--- src/rtl/fifo.sv ---
// -----------------------------------------------------------------------------
// fifo -- synchronous first-word-fall-through FIFO built on a circular buffer.
//
// Parameters
//   width : bits per data word
//   depth : number of storable words (power of two, >= 2)
//
// Ports
//   clk         : clock, all state changes on its rising edge
//   rst_n       : asynchronous active-low reset (clears pointers and count)
//   dato_i      : write data, captured when push_i is sampled high
//   push_i      : enqueue request
//   pop_i       : dequeue request
//   dato_o      : head word (combinational from storage), 0 when empty
//   full_o      : count equals depth
//   empty_o     : count equals zero
//   count_o     : number of stored words
//   overflow_o  : one-cycle pulse after a push was dropped
//   underflow_o : one-cycle pulse after a pop was ignored
// -----------------------------------------------------------------------------
module fifo #(
    parameter int width = 16,
    parameter int depth = 8
) (
    input  logic                       clk,
    input  logic                       rst_n,
    input  logic [width-1:0]           dato_i,
    input  logic                       push_i,
    input  logic                       pop_i,
    output logic [width-1:0]           dato_o,
    output logic                       full_o,
    output logic                       empty_o,
    output logic [$clog2(depth):0]     count_o,
    output logic                       overflow_o,
    output logic                       underflow_o
);

    localparam int aw = $clog2(depth);
    // depth is a power of two, so "full" is just the MSB of the count set.
    localparam logic [aw:0] full_cnt = {1'b1, {aw{1'b0}}};

    logic [width-1:0] mem [depth];

    logic [aw-1:0] wr_ptr_reg;
    logic [aw-1:0] rd_ptr_reg;
    logic [aw:0]   count_reg;
    logic          overflow_reg;
    logic          underflow_reg;

    logic          is_empty;
    logic          is_full;
    logic          do_pop;
    logic          do_push;

    assign is_empty = (count_reg == '0);
    assign is_full  = (count_reg == full_cnt);

    // A pop only happens when there is something to remove. A push into a
    // full FIFO is still accepted when the same cycle frees a slot.
    assign do_pop  = pop_i && !is_empty;
    assign do_push = push_i && (!is_full || do_pop);

    // Storage has no reset: after a reset the pointers and count alone make
    // any stale contents unreachable. Writes are suppressed while in reset.
    always_ff @(posedge clk) begin
        if (do_push && rst_n) begin
            mem[wr_ptr_reg] <= dato_i;
        end
    end

    always_ff @(posedge clk or negedge rst_n) begin
        if (!rst_n) begin
            wr_ptr_reg    <= '0;
            rd_ptr_reg    <= '0;
            count_reg     <= '0;
            overflow_reg  <= 1'b0;
            underflow_reg <= 1'b0;
        end else begin
            // Pointers wrap naturally because depth is a power of two.
            if (do_push) begin
                wr_ptr_reg <= wr_ptr_reg + 1'b1;
            end
            if (do_pop) begin
                rd_ptr_reg <= rd_ptr_reg + 1'b1;
            end
            if (do_push && !do_pop) begin
                count_reg <= count_reg + 1'b1;
            end else if (do_pop && !do_push) begin
                count_reg <= count_reg - 1'b1;
            end
            overflow_reg  <= push_i && !do_push;
            underflow_reg <= pop_i && is_empty;
        end
    end

    assign dato_o      = is_empty ? '0 : mem[rd_ptr_reg];
    assign full_o      = is_full;
    assign empty_o     = is_empty;
    assign count_o     = count_reg;
    assign overflow_o  = overflow_reg;
    assign underflow_o = underflow_reg;

endmodule

--- config.mk ---
export PLATFORM = sky130hd
export DESIGN_NAME = fifo
export DESIGN_NICKNAME = d
export VERILOG_FILES = /design/src/rtl/fifo.sv
export SDC_FILE = /design/constraint.sdc
export NUM_CORES = 1
export LEC_CHECK = 0
export BUFFER_PORTS_ARGS = -buffer_cell sky130_fd_sc_hd__buf_4
export CAP_MARGIN = 40
export CELL_PAD_IN_SITES_DETAIL_PLACEMENT = 1
export CELL_PAD_IN_SITES_GLOBAL_PLACEMENT = 2
export CORE_MARGIN = 2
export CORE_UTILIZATION = 30
export DETAILED_ROUTE_END_ITERATION = 6
export MAX_ROUTING_LAYER = met4
export PLACE_DENSITY = 0.52
export REMOVE_ABC_BUFFERS = 1
export SYNTH_ARGS = -nofsm -noshare
export SYNTH_HDL_FRONTEND = slang
export SYNTH_SLANG_ARGS = --single-unit
--- constraint.sdc ---
create_clock -name clk -period 4.9 [get_ports clk]
set_input_delay 0.98 -clock clk [delete_from_list [all_inputs] [get_ports clk]]
set_output_delay 0.98 -clock clk [all_outputs]
set_load 0.01 [all_outputs]
# Yosys cells after proc, flatten, opt, wreduce, memory -nomap -nowiden
# Memory sizes are Yosys's and may differ from the RTL's.
# Index checks and enable logic that the tools add are counted.
# totals
memories,1
ram_bits,128
output_inout_bits,24
wordCells,30
in_bits,20
regBits,12
# classes
n_mux,5
n_addsub,4
n_eq_ne,1
n_reduce_logical,14
# memory_table
name,depth,width,read_ports,rd_ports_with_merged_regs,wr,line_no,source
mem,8,16,1,0,1,42,logic [width-1:0] mem [depth];
# op_table
cell,n
16-bit 2-to-1 mux,1
4-bit 2-to-1 mux,2
1-bit logical AND,7
"3-bit by 1-bit adder with 3-bit output, second input constant",2
"4-bit by 1-bit adder with 4-bit output, second input constant",1
"4-bit == test, second input constant",1
1-bit zero test,4
4-bit zero test,1
"4-bit by 1-bit subtractor with 4-bit output, second input constant",1
1-bit 2-to-1 mux,2
2-bit nonzero test,1
1-bit logical OR,1

# Depth between registers and ports, before layout
# Gate-level depths: netlist of the first run.
# depth
word_depth,9
mapped_depth,10
depth_no_buf,9

# Least setup slack after synthesis of the first run
# Ideal clock, no wire load.
# synth_path
path_type,input -> register
from,input pop_i
to,memory mem[0][0] (enable)
path_slack_ns,1.489
path_buffers,1
setup_time_ns,0.430
stages,3
arrival_ns,2.980
path_cell_list,clkbuf_1 o21ai_4 nor4_1
# synth_between
elab_chain_len,6
# synth_lines
item,line_no,source
from (decl),29,"input logic pop_i,"
1-bit logical AND,60,assign do_pop = pop_i && !is_empty;
1-bit logical OR,61,assign do_push = push_i && (!is_full || do_pop);
1-bit logical AND,61,
1-bit logical AND,66,if (do_push && rst_n) begin
1-bit 2-to-1 mux,66,
1-bit 2-to-1 mux (not written as such),67,mem[wr_ptr_reg] <= dato_i;
to (decl),42,
# No other way between the ends.

# Worst setup path in the final report of the first run
# layout_path
from,register rd_ptr_reg[0]
to,output dato_o[4]
# layout_between
elab_chain_len,2
# layout_lines
item,line_no,source
from (decl),45,logic [aw-1:0] rd_ptr_reg;
from (signal assigned),84,rd_ptr_reg <= rd_ptr_reg + 1'b1;
memory read 8 x 16 bit,n/a,
16-bit 2-to-1 mux,96,assign dato_o = is_empty ? '0 : mem[rd_ptr_reg];
to (decl),30,"output logic [width-1:0] dato_o,"
# No other way between the ends.

==> impl_results.md, run 1 <==
- Status: completed
- Setup bufs post-CTS: 0
- # clock sinks: 140
- Clock skew: 6.235 ps
- DR WL/cell: 21.23 microns
- Largest net degree at the start of global routing: 21
- Post-synthesis register bit count: 140
- Initial antenna violation count: 0
- IO Count: 44
- WL final: 11,930 microns
- Placer Congestion: 0.6729
- Max Freq: 0.2853 GHz
- CP Capture Type: output port
- Post-DRT Antenna Nets: 0
- Antenna Cells: 0
- Final max-slew violation count: 0
- Row cnt: 49
- Fillers: 1,783
- 1st-iter DRT viols: 130
- Avg Inst Size Synth: 21.34 sq um
- Largest reg by FF count: mem
- Nets: 348
- Die area: 19,520 sq um
- Critical path peak fanout: 17
- Drt drc: 0
- Maxcap violations: 0
- WP data arrival: 2530 ps
- Design area: 6688 sq um
- Worst slew margin: 0.6575
- Placed inst area: 6212 sq um
- Sequential share of the synthesized area: 0.7498
- Post-CTS resize count: 0
- Crit path required time: 3920 ps
- CTS clock-pin slew for the worst setup and hold paths: 50 ps
- First-pass DRT Iterations: 4
- Mapped Area: 5527 sq um
- Die X: 139.7 microns
- Clock latency on the worst-skew pair: 410 ps
- Die height: 139.7 microns
- Worst setup SP type: flip-flop
- Final worst-path cycle share: 0.7154
- RSZ-0062 raised after global routing: false
- Synth-to-Final Area Change: 21.01%
- Worst Hold Class: in2async
- Number of CTS-inserted buffers: 17
- Setup Viol. Count Final: 0
- PwrDens: 583.1 nW/um^2
- Cells after DPL: 532
- Share of layout cells above drive strength 1: 0.3844
- Leak: 2.265 nW
- GRT Total Usage: 0.1355
- DR vias/cell: 4.763
- Worst Tran Pin Value: 513.7 ps
- Clk root buf: clkbuf_16
- Via count: 2,677
- Initial Utilization: 0.3066
- Synth Instances: 259
- Hold_ws: 415.3 ps
- Total grt overflow: 0
- Setup TNS: 0 ps
- Critical path type: reg2out
- Final non-filler cell total: 562
- CTS tree: done
- Yosys warns: 0
- Min Tclk post-route: 3506 ps
- Hold Buf Count CTS: 0
- Max reg flops: 128
- Final Hold Fails: 0
- H-tree Lvls: 4
- Reg2Reg Depth: 9
- Vias in the first global route: 3,009
- Synth unique cells: 35
- Core area: 18,020 sq um
- Clock buffer depth: 2
- Peak VDD IR: 0.2648 mV
- First-pass GRT wire length: 18,640 microns
- HPWL Detailed: 7152 microns
- Port buffer count: 43
critical path, cell delays in order (launching register included):
cell	delay, ps
dfrtp_2	690
buf_4	440
mux4_2	550
a22o_2	270
buf_4	140
synthesized netlist by cell type:
library cell    n  area [sq um]
edfxtp_1      128          3844
mux4_2         32         720.7
dfrtp_1        12         300.3
a22o_1          9         78.83
a22o_2          7         70.07
clkbuf_1        6         22.52
xnor2_1         6         52.55
buf_2           5         25.02
ha_1            5         62.56
nor3_1          5         25.02
inv_1           4         15.01
nand2_1         4         15.01
nor2_1          4         15.01
mux2_2          3         33.78
nand2b_1        3         18.77
nand3_1         3         15.01
o211ai_1        3         22.52
a21oi_1         2         10.01
buf_6           2         22.52
a2111o_1        1         11.26
and2_1          1         6.260
and2_4          1         8.760
buf_8           1         15.01
fa_1            1         20.02
mux2i_1         1         10.01
nand3b_1        1         7.510
nor3b_1         1         7.510
nor4_1          1         6.260
o2111ai_1       1         8.760
o21ai_0         1         5.000
o21ai_4         1         16.27
or3_1           1         6.260
or4_1           1         7.510
or4_4           1         11.26
or4b_1          1         10.01
power breakdown:
group          total, W  switching [W]  internal, W  leakage, nW
registers       0.00158       0.000141      0.00144         1.30
logic           0.00126       0.000586     0.000677        0.735
clock network   0.00106       0.000428     0.000629        0.230
total           0.00390        0.00115      0.00274         2.26
cell usage in the layout, fill, tap and decap left out, types with 2 or more instances in the layout:
| cell type | n |
|---|---|
| nor2_1 | 4 |
| mux2_2 | 3 |
| nand2_1 | 4 |
| inv_1 | 4 |
| clkbuf_16 | 17 |
| ha_1 | 5 |
| a21oi_1 | 2 |
| dfrtp_1 | 10 |
| nor3_2 | 4 |
| o211ai_1 | 3 |
| a22o_2 | 7 |
| dfrtp_2 | 2 |
| xnor2_1 | 6 |
| a22o_1 | 9 |
| nand3_1 | 3 |
| clkbuf_1 | 7 |
| mux4_2 | 32 |
| edfxtp_1 | 128 |
| clkinv_1 | 5 |
| nand2b_1 | 3 |
| buf_4 | 57 |
stage by stage:
step / util / power, W / setup slack (ps)
after floorplan: - / 0.002335 / 1569
after global placement: 0.3427 / 0.002871 / 1765
after detailed placement: 0.3446 / 0.002910 / 1748
after CTS: 0.3710 / 0.003984 / 1297
after global routing: 0.3710 / 0.004124 / 1204
final: 0.3710 / 0.003899 / 1394
final cells by class:
cell class	instances	area, sq um	area share
clock buffers	24	451.7	0.06754
clock inverters	6	23.77	0.003555
inverters	4	15.01	0.002245
multi-input cells	101	1309	0.1957
flip-flops and latches	140	4146	0.6200
well taps	229	286.5	0.04284
repair buffers	58	455.4	0.06810
routing by layer:
metal,track usage,part of all wire,vias to the layer above
met1,0.1754,0.46,1418
met5,-,0,-
met3,0.03957,0.035,8
met2,0.2080,0.49,52
li1,-,-,1199
met4,0.04105,0.0088,0
logic make-up (layout without fill, tap and decap cells):
kind of cell	Yosys count	after routing	share of synthesized area
AO/OA/AOI/OAI	25	25	0.04030
XOR/XNOR	6	6	0.009509
adder cells (fa/ha/maj)	6	6	0.01494
buffers and inverters	18	92	0.01811
flip-flops	140	140	0.7498
multiplexers	36	36	0.1383
AND/OR/NAND/NOR	28	28	0.02898
path summary, 6_finish.rpt:
kind | startpoint | to | slack [ps]
worst min-delay path | rst_n | count_o[0] | 420
worst max-delay path | rd_ptr_reg[0] | dato_o[4] | 1390
min in group clk | rd_ptr_reg[2] | rd_ptr_reg[2] | 500
max in group asynchronous | rst_n | rd_ptr_reg[0] | 4280
worst min register to register | rd_ptr_reg[2] | rd_ptr_reg[2] | 500
worst max register to register | count_o[0] | count_o[3] | 1810
(Power assumes the default switching activity.)
==> run 2: changes to the inputs <==
--- a/config.mk
+++ b/config.mk
@@ -13,7 +13,7 @@
 export CORE_UTILIZATION = 30
 export DETAILED_ROUTE_END_ITERATION = 6
 export MAX_ROUTING_LAYER = met4
-export PLACE_DENSITY = 0.52
+export PLACE_DENSITY = 0.54
 export REMOVE_ABC_BUFFERS = 1
 export SYNTH_ARGS = -nofsm -noshare
 export SYNTH_HDL_FRONTEND = slang
==> constraint.sdc (replaced) <==
create_clock -name clk -period 3.05 [get_ports clk]
set_input_delay 0.61 -clock clk [delete_from_list [all_inputs] [get_ports clk]]
set_output_delay 0.61 -clock clk [all_outputs]
set_load 0.01 [all_outputs]
==> impl_results.md, run 2 (same netlist as run 1, synthesis figures left out) <==
- Commonest non-fill, non-tap cell in the layout: edfxtp_1
- GRT Total Usage: 0.1316
- Nets: 348
- Peak VDD IR: 0.4435 mV
- CP peak stage delay: 580 ps
- Final max-slew violation count: 0
- Vias in the first global route: 3,049
- Row cnt: 49
- Crit path required time: 2440 ps
- Placer Congestion: 0.6758
- Port buffer count: 43
- DR vias/cell: 4.872
- Hold Buf Count CTS: 0
- CTS clock-pin slew for the worst setup and hold paths: 60 ps
- Reg2Reg Depth: 9
- Total grt overflow: 0
- Most frequent cells in the layout: 128 x edfxtp_1, 55 x buf_4, 32 x mux4_2, 17 x clkbuf_16, 11 x dfrtp_1
- Delay-heaviest family, CP: simple AND/OR/NAND/NOR gates
- Share of layout cells above drive strength 1: 0.4209
- Design area: 6865 sq um
- Die area: 19,520 sq um
- Drt drc: 0
- Worst Hold Class: in2async
- Synth-to-Final Area Change: 24.22%
- Buffer and inverter count on the worst path: 3
- First-pass DRT Iterations: 4
- Max reg flops: 128
- Setup TNS: 0 ps
- Metal1 wirelength: 5076 microns
- First-pass GRT wire length: 18,210 microns
- Post-DRT Antenna Nets: 0
- H-tree Lvls: 4
- PwrDens: 988.2 nW/um^2
- # clock sinks: 140
- Setup bufs post-CTS: 0
- Metal2 WL: 5768 microns
- DR WL/cell: 20.70 microns
- Clock skew: 5.500 ps
- Post-layout util: 0.3809
- Fillers: 1,773
- Clock power frac: 0.324
- RSZ-0062 raised after global routing: false
- WP data arrival: 2280 ps
- CTS tree: done
- Maxcap violations: 0
- Clk root buf: clkbuf_16
- Number of CTS-inserted buffers: 17
- WL final: 11,680 microns
- Setup Viol. Count Final: 0
- Combinational power share: 0.318
- Leak: 2.346 nW
- Clock latency on the worst-skew pair: 420 ps
- Critical path peak fanout: 7
- DR WL met3: 631 microns
- Placed inst area: 6228 sq um
- Reg2reg start: count_o[0]
- CP Capture Type: output port
- Clock buffer depth: 2
- Seq pwr share: 0.359
- Critical path type: reg2out
- Die X: 139.7 microns
- Status: completed
- Largest reg by FF count: mem
- Final Hold Fails: 0
- Sw Pwr: 0.001978 W
- Worst path cell trace: or4_4 > inv_1 > nor2_1 > buf_4 > a22o_2 > buf_4
- Min Tclk post-route: 2885 ps
- Hold_ws: 37.74 ps
- Worst slew margin: 0.5491
- Worst R2R Setup Slack: 240 ps
- Die height: 139.7 microns
- Switching share of power: 0.2916
- Initial Utilization: 0.3066
- Largest net degree at the start of global routing: 35
- Worst setup SP type: flip-flop
- Top sig layer: met4
- HPWL Detailed: 6968 microns
- Max Freq: 0.3466 GHz
- Worst path slowest cell: or4_4
- 1st-iter DRT viols: 143
- Initial antenna violation count: 0
- IO Count: 44
- Antenna Cells: 0
- Via count: 2,748
- Worst Tran Pin Value: 670.8 ps
- Core area: 18,020 sq um
- Post-CTS resize count: 0
- Final worst-path cycle share: 0.9460
- Internal: 0.004806 W
- CP dominant cell by count: buf_4
- Worst flop-to-flop path endpoint: count_o[3]
- Worst Setup SP: count_o[0]
[run 2: changes by cell type in the layout (fill, tap and decap cells not counted)]
cell / previous run / this run
bufinv_16: 0 / 4
dfrtp_2: 2 / 1
buf_16: 1 / 0
inv_6: 0 / 3
buf_4: 57 / 55
clkinvlp_4: 0 / 1
clkinv_4: 0 / 6
clkbuf_1: 7 / 0
buf_12: 0 / 3
clkinv_1: 5 / 0
dfrtp_1: 10 / 11
[run 2: stage by stage]
stage | power (W) | std cells | worst slack [ps]
6_report | 0.006784 | 564 | 164.8
5_1_grt | 0.007147 | 564 | 45.18
4_1_cts | 0.006904 | 564 | 135.6
3_5_place_dp | 0.004696 | 532 | 240.9
3_3_place_gp | 0.004659 | 531 | 320.8
2_1_floorplan | 0.003752 | 245 | 88.53
[run 2: cell type report]
cell class                      count  area (sq um)  area share
Timing Repair Buffer               58         473.0     0.06889
Tap cell                          229         286.5     0.04174
Multi-Input combinational cell    101          1309      0.1906
Sequential cell                   140          4145      0.6038
Clock buffer                       17         425.4     0.06196
Clock inverter                     15         211.5     0.03080
Inverter                            4         15.01    0.002187
[run 2: power by group through the flow]
| stage | clock, W | combinational (W) | sequential (W) |
|---|---|---|---|
| global placement | 0 | 0.00220 | 0.00246 |
| CTS | 0.00224 | 0.00222 | 0.00244 |
| detailed placement | 0 | 0.00222 | 0.00248 |
| global route | 0.00233 | 0.00236 | 0.00246 |
| floorplan | 0 | 0.00115 | 0.00260 |
| finish | 0.00219 | 0.00215 | 0.00243 |
[run 2: how the worst max path moves through the flow]
stage / depth (start not counted) / end / slack [ps]
after floorplan: 2 / dato_o[0] / 90
after global placement: 9 / count_o[3] / 320
after detailed placement: 9 / count_o[3] / 240
after CTS: 6 / dato_o[14] / 140
after global routing: 9 / count_o[3] / 50
final: 6 / dato_o[14] / 160
[run 2: per-layer routing]
metal  track usage  vias to the layer above
met5             -                        -
met2        0.2039                       72
met1        0.1687                     1450
met4       0.04895                        0
li1              -                     1208
met3       0.03269                       18
==> run 3: changes to the inputs <==
--- a/config.mk
+++ b/config.mk
@@ -8,12 +8,12 @@
 export BUFFER_PORTS_ARGS = -buffer_cell sky130_fd_sc_hd__buf_4
 export CAP_MARGIN = 40
 export CELL_PAD_IN_SITES_DETAIL_PLACEMENT = 1
-export CELL_PAD_IN_SITES_GLOBAL_PLACEMENT = 2
+export CELL_PAD_IN_SITES_GLOBAL_PLACEMENT = 1
 export CORE_MARGIN = 2
 export CORE_UTILIZATION = 30
 export DETAILED_ROUTE_END_ITERATION = 6
 export MAX_ROUTING_LAYER = met4
-export PLACE_DENSITY = 0.54
+export PLACE_DENSITY = 0.49
 export REMOVE_ABC_BUFFERS = 1
 export SYNTH_ARGS = -nofsm -noshare
 export SYNTH_HDL_FRONTEND = slang
==> impl_results.md, run 3 (same netlist as run 1, synthesis figures left out) <==
- Status: completed
- Post-layout util: 0.3767
- Combinational power share: 0.331
- Clock power frac: 0.291
- Number of CTS-inserted buffers: 17
- 1st-iter DRT viols: 101
- Placer Congestion: 0.7519
- Peak VDD IR: 0.4090 mV
- CP peak stage delay: 570 ps
- CP Capture Type: output port
- # clock sinks: 140
- Worst Hold Class: in2async
- Die X: 139.7 microns
- Pre-CTS setup slack: 121.2 ps
- Switching share of power: 0.2924
- Max Freq: 0.3472 GHz
- Leak: 2.327 nW
- First-pass GRT wire length: 18,700 microns
- Clock latency on the worst-skew pair: 420 ps
- Min Tclk post-route: 2880 ps
- Worst setup SP type: flip-flop
- Worst path cell trace: or4_4 > inv_1 > nor2_1 > buf_4 > a22o_1 > buf_4
- Worst path slowest cell: or4_4
- RSZ-0062 raised after global routing: false
- Antenna Cells: 0
- Initial Utilization: 0.3066
- Maxcap violations: 0
- Vias in the first global route: 3,052
- GRT Total Usage: 0.1355
- Die height: 139.7 microns
- Seq pwr share: 0.378
- Largest net degree at the start of global routing: 33
- Worst slew margin: 0.5610
- Commonest non-fill, non-tap cell in the layout: edfxtp_1
- Die area: 19,520 sq um
- Final worst-path cycle share: 0.9442
- Design area: 6790 sq um
- CP dominant cell by count: buf_4
- Largest reg by FF count: mem
- Most frequent cells in the layout: 128 x edfxtp_1, 63 x buf_4, 32 x mux4_2, 17 x clkbuf_16, 11 x dfrtp_1
- WL final: 12,000 microns
- Critical path type: reg2out
- Post-DRT Antenna Nets: 0
- Setup Viol. Count Final: 0
- Via count: 2,743
- Initial antenna violation count: 0
- DR vias/cell: 4.821
- CTS clock-pin slew for the worst setup and hold paths: 60 ps
- Crit path required time: 2440 ps
- PwrDens: 951.9 nW/um^2
- WP data arrival: 2270 ps
- Fillers: 1,785
- Max reg flops: 128
- Setup TNS: 0 ps
- Clk root buf: clkbuf_16
- Synth-to-Final Area Change: 22.87%
- Port buffer count: 43
- Hold Buf Count CTS: 0
- Internal: 0.004574 W
- Worst Tran Pin Value: 655.0 ps
- Sw Pwr: 0.001890 W
- HPWL Detailed: 7446 microns
- CTS tree: done
- Critical path peak fanout: 16
- Row cnt: 49
- Setup bufs post-CTS: 0
- IO Count: 44
- Worst setup margin: 170.2 ps
- Final Hold Fails: 0
- Clock buffer depth: 2
- Final max-slew violation count: 0
- Share of layout cells above drive strength 1: 0.4088
- First-pass DRT Iterations: 4
- Placed inst area: 6248 sq um
- DR WL/cell: 21.08 microns
- H-tree Lvls: 4
- Nets: 354
- Core area: 18,020 sq um
- Total grt overflow: 0
- Hold_ws: 136.5 ps
- Drt drc: 0
- Clock skew: 8.370 ps
run 3: timing repair:
item	CTS	global route
endpoints found under the setup margin	0	1
endpoints found under the hold margin	0	0
gates resized for setup	0	1
run 3: final timing paths:
path	endpoint	slack [ps]	cells after the start	startpoint
setup / recovery	dato_o[7]	170	6	count_o[0]
hold / removal	underflow_o	140	2	rst_n
setup reg to reg	count_o[3]	200	8	count_o[0]
hold reg to reg	rd_ptr_reg[2]	510	1	rd_ptr_reg[2]
max in group asynchronous	rd_ptr_reg[0]	2720	2	rst_n
min in group clk	mem[3][0]	430	1	dato_i[0]
run 3: layout make-up:
class                      instances  area, sq um  share of cell area
tap                              229        286.5             0.04220
inverter                           4        15.01            0.002211
clock buffer                      19        432.9             0.06376
timing repair buffer              64        493.0             0.07260
multi-input combinational        101         1313              0.1933
clock inverter                    12        105.1             0.01548
sequential                       140         4145              0.6105
run 3: worst max-delay path: cells and delay by family, from the launching register on:
family	cells	cell delay [ps]
AO/OA/AOI/OAI	1	270
AND/OR/NAND/NOR	2	620
flip-flops	1	470
buffers and inverters	3	490
run 3: power groups by stage:
stage,combinational (W),clock [W],sequential (W)
2_1_floorplan,0.00115,0,0.00260
3_3_place_gp,0.00216,0,0.00247
3_5_place_dp,0.00220,0,0.00248
4_1_cts,0.00220,0.00194,0.00244
5_1_grt,0.00233,0.00202,0.00246
6_report,0.00214,0.00188,0.00244
run 3: per-layer routing:
metal  track usage  vias up  share of wire
li1              -     1213              -
met1        0.1644     1459           0.43
met3       0.03854       14          0.040
met5             -        -              0
met2        0.2195       57           0.52
met4       0.04421        0          0.012
run 3: metrics by stage:
step                instances  total power [W]
finish                    569         0.006463
global route              569         0.006812
detailed placement        538         0.004677
floorplan                 245         0.003752
CTS                       569         0.006590
global placement          534         0.004633
